`config.mk`:
```
export PLATFORM = sky130hd
export DESIGN_NAME = wb_bram_ctrl_flat
export DESIGN_NICKNAME = d
export VERILOG_FILES = /design/src/rtl/wb_bram_ctrl_if.sv /design/src/rtl/wb_bram_ctrl.sv /design/src/flat_wrapper.sv
export SDC_FILE = /design/constraint.sdc
export NUM_CORES = 1
export LEC_CHECK = 0
export ABC_AREA = 1
export BUFFER_PORTS_ARGS = -buffer_cell sky130_fd_sc_hd__buf_2
export CAP_MARGIN = 10
export CORE_MARGIN = 10
export CORE_UTILIZATION = 55
export DETAILED_ROUTE_END_ITERATION = 10
export PLACE_DENSITY = 0.9
export SLEW_MARGIN = 10
export SYNTH_ARGS = -nofsm -noshare
export SYNTH_HDL_FRONTEND = slang
export SYNTH_SLANG_ARGS = --single-unit
```
`constraint.sdc`:
```
create_clock -name clk -period 6.57 [get_ports clk]
set_input_delay 0.3285 -clock clk [delete_from_list [all_inputs] [get_ports clk]]
set_output_delay 0.3285 -clock clk [all_outputs]
set_load 0.05 [all_outputs]
```
`src/rtl/wb_bram_ctrl_if.sv`:
```
// Wishbone classic-cycle bus bundle between a bus master and wb_bram_ctrl.
// The word address is one bit narrower than the BRAM address because each bus word spans two entries.
interface wb_bram_ctrl_if #(
    parameter int ADDRWIDTHA = 8
) ();
    logic                  wb_cyc;
    logic                  wb_stb;
    logic                  wb_we;
    logic [ADDRWIDTHA-2:0] wb_adr;
    logic [3:0]            wb_sel;
    logic [31:0]           wb_dat_w;
    logic [31:0]           wb_dat_r;
    logic                  wb_ack;

    modport master (
        output wb_cyc, wb_stb, wb_we, wb_adr, wb_sel, wb_dat_w,
        input  wb_dat_r, wb_ack
    );

    modport slave (
        input  wb_cyc, wb_stb, wb_we, wb_adr, wb_sel, wb_dat_w,
        output wb_dat_r, wb_ack
    );
endinterface

```
`src/rtl/wb_bram_ctrl.sv`:
```
// Wishbone slave that maps 32-bit byte-selectable words onto pairs of 16-bit BRAM port A entries.
// Partial writes use read-modify-write because port A has no byte enables.
module wb_bram_ctrl #(
    parameter int ADDRWIDTHA = 8,
    parameter int WIDTHA     = 16,
    parameter int WB_DW      = 32
) (
    input  logic                  clk,
    input  logic                  rst,
    wb_bram_ctrl_if.slave         wb,
    output logic                  busy,
    output logic                  bram_ena,
    output logic                  bram_we,
    output logic [ADDRWIDTHA-1:0] bram_addr,
    output logic [WIDTHA-1:0]     bram_di,
    input  logic [WIDTHA-1:0]     bram_do
);

    typedef enum logic [2:0] {
        IDLE, RD_LO, RD_HI, RD_LAST, WR_LO, WR_HI, ACK
    } state_t;

    state_t state, nextState;

    logic [ADDRWIDTHA-2:0] adrQ;
    logic                  weQ;
    logic [3:0]            selQ;
    logic [WB_DW-1:0]      wdata;
    logic [WB_DW-1:0]      rdata;
    logic [WB_DW-1:0]      datR;
    logic                  half;

    function automatic logic [WB_DW-1:0] mergeBytes(
        input logic [WB_DW-1:0] oldWord,
        input logic [WB_DW-1:0] newWord,
        input logic [3:0]       sel
    );
        logic [WB_DW-1:0] merged;
        merged = oldWord;
        for (int k = 0; k < 4; k++) begin
            if (sel[k]) merged[8*k +: 8] = newWord[8*k +: 8];
        end
        return merged;
    endfunction

    always_ff @(posedge clk or posedge rst) begin
        if (rst) state <= IDLE;
        else     state <= nextState;
    end

    // Dropping wb_cyc only suppresses the acknowledge; BRAM operations always run to completion.
    always_comb begin
        nextState = state;
        case (state)
            IDLE: begin
                if (wb.wb_cyc && wb.wb_stb) begin
                    if (!wb.wb_we)              nextState = RD_LO;
                    else if (wb.wb_sel == 4'hF) nextState = WR_LO;
                    else if (wb.wb_sel == 4'h0) nextState = ACK;
                    else                        nextState = RD_LO;
                end
            end
            RD_LO:   nextState = RD_HI;
            RD_HI:   nextState = RD_LAST;
            RD_LAST: nextState = weQ ? WR_LO : (wb.wb_cyc ? ACK : IDLE);
            WR_LO:   nextState = WR_HI;
            WR_HI:   nextState = wb.wb_cyc ? ACK : IDLE;
            ACK:     nextState = IDLE;
            default: nextState = IDLE;
        endcase
    end

    always_ff @(posedge clk or posedge rst) begin
        if (rst) begin
            adrQ  <= '0;
            weQ   <= 1'b0;
            selQ  <= '0;
            wdata <= '0;
            rdata <= '0;
            datR  <= '0;
        end else begin
            case (state)
                IDLE: begin
                    if (wb.wb_cyc && wb.wb_stb) begin
                        adrQ  <= wb.wb_adr;
                        weQ   <= wb.wb_we;
                        selQ  <= wb.wb_sel;
                        wdata <= wb.wb_dat_w;
                    end
                end
                RD_HI: rdata[15:0] <= bram_do;
                RD_LAST: begin
                    rdata[31:16] <= bram_do;
                    if (weQ) wdata <= mergeBytes({bram_do, rdata[15:0]}, wdata, selQ);
                    else     datR  <= {bram_do, rdata[15:0]};
                end
                default: ;
            endcase
        end
    end

    // BRAM controls come only from state and latched registers, never from live bus inputs.
    always_comb begin
        bram_ena = (state == RD_LO) || (state == RD_HI) || (state == WR_LO) || (state == WR_HI);
        bram_we  = (state == WR_LO) || (state == WR_HI);
        half     = (state == RD_HI) || (state == WR_HI);
        bram_di  = '0;
        if (state == WR_LO) bram_di = wdata[15:0];
        if (state == WR_HI) bram_di = wdata[31:16];
    end

    assign bram_addr   = {adrQ, half};
    assign busy        = (state != IDLE);
    assign wb.wb_ack   = (state == ACK);
    assign wb.wb_dat_r = datR;

endmodule

```
`src/flat_wrapper.sv`:
```
// flat-port wrapper written by rule: the top's interface ports become plain ports
module wb_bram_ctrl_flat 
#(
    parameter int ADDRWIDTHA = 8,
    parameter int WIDTHA     = 16,
    parameter int WB_DW      = 32
)
  (clk, rst, busy, bram_ena, bram_we, bram_addr, bram_di, bram_do, wb_wb_cyc, wb_wb_stb, wb_wb_we, wb_wb_adr, wb_wb_sel, wb_wb_dat_w, wb_wb_dat_r, wb_wb_ack);
  wb_bram_ctrl_if #(.ADDRWIDTHA(ADDRWIDTHA)) wb_i ();
  input  logic clk;
  input  logic rst;
  output logic busy;
  output logic bram_ena;
  output logic bram_we;
  output logic [ADDRWIDTHA-1:0] bram_addr;
  output logic [WIDTHA-1:0] bram_di;
  input  logic [WIDTHA-1:0] bram_do;
  input wire logic [$bits(wb_i.wb_cyc)-1:0] wb_wb_cyc;
  input wire logic [$bits(wb_i.wb_stb)-1:0] wb_wb_stb;
  input wire logic [$bits(wb_i.wb_we)-1:0] wb_wb_we;
  input wire logic [$bits(wb_i.wb_adr)-1:0] wb_wb_adr;
  input wire logic [$bits(wb_i.wb_sel)-1:0] wb_wb_sel;
  input wire logic [$bits(wb_i.wb_dat_w)-1:0] wb_wb_dat_w;
  output wire logic [$bits(wb_i.wb_dat_r)-1:0] wb_wb_dat_r;
  output wire logic [$bits(wb_i.wb_ack)-1:0] wb_wb_ack;
  assign wb_i.wb_cyc = wb_wb_cyc;
  assign wb_i.wb_stb = wb_wb_stb;
  assign wb_i.wb_we = wb_wb_we;
  assign wb_i.wb_adr = wb_wb_adr;
  assign wb_i.wb_sel = wb_wb_sel;
  assign wb_i.wb_dat_w = wb_wb_dat_w;
  assign wb_wb_dat_r = wb_i.wb_dat_r;
  assign wb_wb_ack = wb_i.wb_ack;
  wb_bram_ctrl #(.ADDRWIDTHA(ADDRWIDTHA), .WIDTHA(WIDTHA), .WB_DW(WB_DW)) u_core (.clk(clk), .rst(rst), .wb(wb_i), .busy(busy), .bram_ena(bram_ena), .bram_we(bram_we), .bram_addr(bram_addr), .bram_di(bram_di), .bram_do(bram_do));
endmodule
```
### After elaboration in Yosys (flattened, before gate mapping)

Index checks and enable logic that the tools add are counted.

| operators by class | value |
|---|---|
| $add $sub $neg | 0 |
| $mul | 0 |
| div/mod/pow operators | 0 |
| order comparisons | 0 |
| eq/ne operators | 13 |
| shift operators | 0 |
| mux-type cells | 16 |
| bitwise logic cells | 1 |
| reductions and logical operators | 16 |

Operator list:

| operator | number |
|---|---|
| $mux W32 | 2 |
| $pmux W32 S2 | 1 |
| $mux W16 | 2 |
| $mux W8 | 4 |
| $mux W3 | 6 |
| $pmux W3 S6 | 1 |
| $reduce_and A4 Y1 | 4 |
| $eq A3 B3 Y1 const B | 3 |
| $ne A2 B2 Y1 const B | 4 |
| $eq A3 B2 Y1 const B | 2 |
| $logic_or A1 B1 Y1 | 5 |
| $eq A4 B4 Y1 const B | 1 |
| $logic_not A4 Y1 | 1 |
| $ne A2 B1 Y1 const B | 2 |
| $reduce_and A2 Y1 | 2 |
| $eq A3 B1 Y1 const B | 1 |
| $logic_not A3 Y1 | 1 |
| $reduce_bool A3 Y1 | 1 |
| $reduce_bool A2 Y1 | 1 |
| $logic_and A1 B1 Y1 | 1 |
| $not A1 Y1 | 1 |

| word-level totals | value |
|---|---|
| register bits | 95 |
| latch bits | 0 |
| memory bits (writable) | 0 |
| memory bits (read-only) | 0 |
| bits of input ports | 64 |
| output and inout bits | 60 |
| logic and storage cells | 56 |
| memories | 0 |

### Logic depth before layout (Yosys ltp)

| logic depth | value |
|---|---|
| word-level depth | 6 |
| gate-level depth with buffers | 8 |
| mapped depth without buffers | 8 |

### Least setup slack after synthesis

No wires, ideal clock.

| path | value |
|---|---|
| path type | reg-to-output |
| start | reg u_core.state[0] |
| end | out wb_wb_ack |
| data arrival time | 1906 ps |
| data required time | 6241 ps |
| path slack | 4336 ps |
| stages on the path, launching flop included | 4 |
| buffers on the path | 2 |
| cell sequence | dfrtp_1 -> clkbuf_1 -> buf_2 -> nor3_1 |

| between the ends | value |
|---|---|
| word-level cells in the longest chain between the ends | 1 |

RTL lines:

| element | line | text |
|---|---|---|
| from (decl) | wb_bram_ctrl.sv:23 | `state_t state, nextState;` |
| from (signal assigned) | wb_bram_ctrl.sv:48 | `else state <= nextState;` |
| $eq A3 B3 Y1 | wb_bram_ctrl.sv:114 | `assign wb.wb_ack = (state == ACK);` |
| to (decl) | flat_wrapper.sv:25 | `output wire logic [$bits(wb_i.wb_ack)-1:0] wb_wb_ack;` |

No other way between the ends.

### Worst setup path after layout

| path | value |
|---|---|
| start | reg u_core.state[0] |
| end | reg u_core.wdata[20] |

| between the ends | value |
|---|---|
| word-level cells in the longest chain between the ends | 3 |
| elaborated cells between the ends (all ways) | 8 |
| those cells by class | 4 x eq/ne; 1 x mux; 3 x reduce/logical |

RTL lines:

| element | line | text |
|---|---|---|
| $eq A3 B2 Y1 / $logic_not A3 Y1 (equally long branches) | wb_bram_ctrl.sv:82 | `case (state)` |
| $ne A2 B2 Y1 (no line), or another cell as far along | -- |  |
| $reduce_and A4 Y1 (no line) | -- |  |
| to (signal assigned) | wb_bram_ctrl.sv:88 | `wdata <= wb.wb_dat_w;` |
| to (signal assigned) | wb_bram_ctrl.sv:94 | `if (weQ) wdata <= mergeBytes({bram_do, rdata[15:0]}, wdata, selQ);` |
| to (decl) | wb_bram_ctrl.sv:28 | `logic [WB_DW-1:0] wdata;` |

Several ways; a longest one is shown, not always the timed one.
A chain may end at the register's enable or synchronous reset.

==> out/summary.txt <==
most frequently used flop master after synthesis: sky130_fd_sc_hd__dfrtp_1
Initial Utilization: 56.7%
Slew Viols, Final: 0
clock transition at the registers of the reported paths: 0.09 ns
post-synthesis average cell area: 7.88 sq um
cell area after synthesis: 4400 sq um
summed area of non-filler cells in the final layout: 5270 sq um
outcome: completed
DRC violations left: 0
clock tree root driver cell: sky130_fd_sc_hd__clkbuf_8
static leakage: 0.00302 uW
antenna violations before repair: 0
number of synthesized flops with an enable pin: 0
Port Buffer Count: 123
die height: 109 um
worst flop-to-flop path endpoint: u_core.wdata[20]
number of cell instances on the worst register-to-register path: 5
row count: 32
total number of clock tree sinks: 95
global-route wire length before repair: 19600 um
Yosys Warn Count: 0
most area-hungry cell type in the Yosys netlist: sky130_fd_sc_hd__dfrtp_1
cells traversed along the worst timing path: nand3_2, nand2_4, nand2_1, nand2_1, nand2_1
CP max-delay cell: sky130_fd_sc_hd__nand3_2
GRT met2 Usage: 34.4%
All-Layer GR Usage: 20.7%
Commonest cells post-synth: sky130_fd_sc_hd__nand2_1 (216), sky130_fd_sc_hd__dfrtp_1 (95), sky130_fd_sc_hd__nand3_1 (62)
clock insertion delay at the later pin of the skew report: 0.35 ns
Async SR Flop Fraction: 100%
main area contributors after synthesis: sky130_fd_sc_hd__dfrtp_1 (54%), sky130_fd_sc_hd__nand2_1 (18%), sky130_fd_sc_hd__nand3_1 (7.0%), sky130_fd_sc_hd__o21ai_1 (5.0%), sky130_fd_sc_hd__o21ai_0 (4.4%)
endpoints failing setup: 0
slack of the critical path: 3.43 ns
Worst Max-Slew Pin Slew: 1.08 ns
final estimated routing congestion in global placement: 0.918
reg2reg setup slack: 3.43 ns
Post-Synthesis Net Count: 623
CTS tree: done
clock tree buffer depth: 2
Cell variety after synth: 21
total routed wirelength: 12300 um
Worst Hold Endpoint: u_core.adrQ[5]
# H-tree levels: 3
remaining antenna violation count after routing: 0
power per standard cell area: 552 nW/um^2
CP bufs+invs: 0
critical path depth in cells: 5
Global Route met3 Usage: 4.04%
met1 Resource Use GR: 26.6%
number of maximum-capacitance constraint violations: 0
Cells on Worst Hold Path: 3
flip-flop and latch count after synthesis: 95
largest net degree at the start of global routing: 81
Max Fanout on Critical Path: 66
Fin. Hold Viols: 0
final HPWL from detailed placement: 9370 um
full die area: 12000 sq um
worst flop-to-flop path startpoint: u_core.state[0]
worst ir drop on vdd: 0.380 mV
most frequent cell after synthesis: sky130_fd_sc_hd__nand2_1
final routed wire length divided by cell count: 15.8 um
Min-Delay Startpoint: wb_wb_adr[5]
total negative slack for setup checks: 0 ns
endpoint type of the worst setup path: flop
critical path required time: 6.82 ns
number of fill cells in the layout: 659
vias in the first global route: 3941
cell area after placement: 5020 sq um
CP peak stage delay: 0.99 ns
number of nets in the finished design: 732
residual overflow from global routing: 0
total CTS buffers: 9
1st-iter DRT viols: 280
worst slack after detailed placement: 3.51 ns
worst max-slew margin expressed relative to the limit: 27.8%
Tightest Hold Check Type: in -> reg
width of the die: 109 um
Layout area overhead: 19.7%
RSZ-0062 raised after global routing: no
detail-routed via count per cell: 5.26
Core Box Area: 7770 sq um
worst setup path class: reg -> reg
nature of the critical path startpoint: flop
vias post-DR: 4073
delay-heaviest family, CP: simple AND/OR/NAND/NOR gates
WP data arrival: 3.39 ns
first-pass iteration count of the detailed router: 5
number of instances in the synthesized netlist: 559
Final Skew: 0.00807 ns
Final Power: 2910 uW
fmax: 319 MHz
final worst path period need: 3.14 ns
share of Yosys cell area claimed by the top area cell type: 54.0%
share of the cycle needed by the critical path after routing: 47.7%
top-level I/O count: 124
diode insertion count for antenna repair: 0
Seq/Total Area, Yosys: 54.0%
share of final-layout standard cells stronger than drive strength 1: 22.9%
grt peak-use layer: met2
most used cell along the critical path: sky130_fd_sc_hd__nand2_1
[where the power goes]
group          total, uW  switching [uW]  internal [uW]
sequential          1050             187            860
clock                465             201            264
combinational       1400            1070            326
total               2910            1460           1450
[cell type report]
| cell class | instances | area [sq um] | share of cell area [%] |
|---|---|---|---|
| Clock inverter | 5 | 104 | 1.97 |
| Tap cell | 102 | 128 | 2.42 |
| Timing Repair Buffer | 125 | 633 | 12.0 |
| Sequential cell | 95 | 2380 | 45.1 |
| Clock buffer | 11 | 141 | 2.68 |
| Inverter | 46 | 174 | 3.30 |
| Multi-Input combinational cell | 391 | 1720 | 32.5 |
[layer usage]
metal | wire [um] | vias to the layer above
met1 | 5020 | 1917
met4 | 213 | 0
met5 | 0 | -
li1 | - | 1993
met2 | 6210 | 144
met3 | 834 | 19
[placed cells by master, fill, tap and decap left out]
cell type                         n
sky130_fd_sc_hd__a21oi_1          3
sky130_fd_sc_hd__buf_2          123
sky130_fd_sc_hd__buf_4            1
sky130_fd_sc_hd__bufinv_16        3
sky130_fd_sc_hd__clkbuf_1         1
sky130_fd_sc_hd__clkbuf_8        10
sky130_fd_sc_hd__clkinv_1         3
sky130_fd_sc_hd__clkinv_2         2
sky130_fd_sc_hd__dfrtp_1         95
sky130_fd_sc_hd__dlygate4sd3_1    1
sky130_fd_sc_hd__inv_1           40
sky130_fd_sc_hd__inv_2            2
sky130_fd_sc_hd__inv_6            1
sky130_fd_sc_hd__nand2_1        216
sky130_fd_sc_hd__nand2_2          4
sky130_fd_sc_hd__nand2_4          2
sky130_fd_sc_hd__nand3_1         62
sky130_fd_sc_hd__nand3_2          1
sky130_fd_sc_hd__nand4_1          1
sky130_fd_sc_hd__nor2_1          13
sky130_fd_sc_hd__nor2_4           1
sky130_fd_sc_hd__nor3_1           1
sky130_fd_sc_hd__o21ai_0         39
sky130_fd_sc_hd__o21ai_1         44
sky130_fd_sc_hd__o21ai_2          4
[cell families after synthesis]
family                 share of synthesized area, %
DFF                                            54.0
and+or+nand+nor                                28.4
buffers and inverters                          7.07
AOI/OAI and AO/OA                              10.6
[sequential cells by signal, indices dropped and copies added, names as in the netlist]
signal              count
u_core.adrQ             7
u_core.rdata           16
u_core.selQ             4
u_core.state            3
u_core.wb.wb_dat_r     32
u_core.wdata           32
u_core.weQ              1
[tightest hold or removal path: stages]
cell and delay (ns):
sky130_fd_sc_hd__buf_2 0.07, sky130_fd_sc_hd__nand3_1 0.06, sky130_fd_sc_hd__nand2_1 0.07
[per-stage QoR]
| stage | instances | hold WS (ns) | utilization, % |
|---|---|---|---|
| after detailed placement | 758 | 0.277 | 64.6 |
| after global routing | 775 | 0.204 | 67.9 |
| after floorplan | 559 | 0.442 | - |
| after global placement | 758 | 0.267 | 64.6 |
| after CTS | 775 | 0.200 | 67.9 |
| final | 775 | 0.207 | 67.9 |
[worst max path at each step]
stage	start	to
2_1_floorplan	rst	u_core.adrQ[0]
3_3_place_gp	u_core.state[0]	u_core.wdata[18]
3_5_place_dp	u_core.state[0]	u_core.wdata[17]
4_1_cts	u_core.state[0]	u_core.wdata[20]
5_1_grt	u_core.state[0]	u_core.wdata[20]
6_report	u_core.state[0]	u_core.wdata[20]
[repair_timing]
action                    4_1_cts  5_1_grt
hold endpoints to repair       15        0
hold buffers                    1        0
resized for setup               0        0
buffers inserted                0        0
No activity file was read; power rests on OpenSTA's default activity.
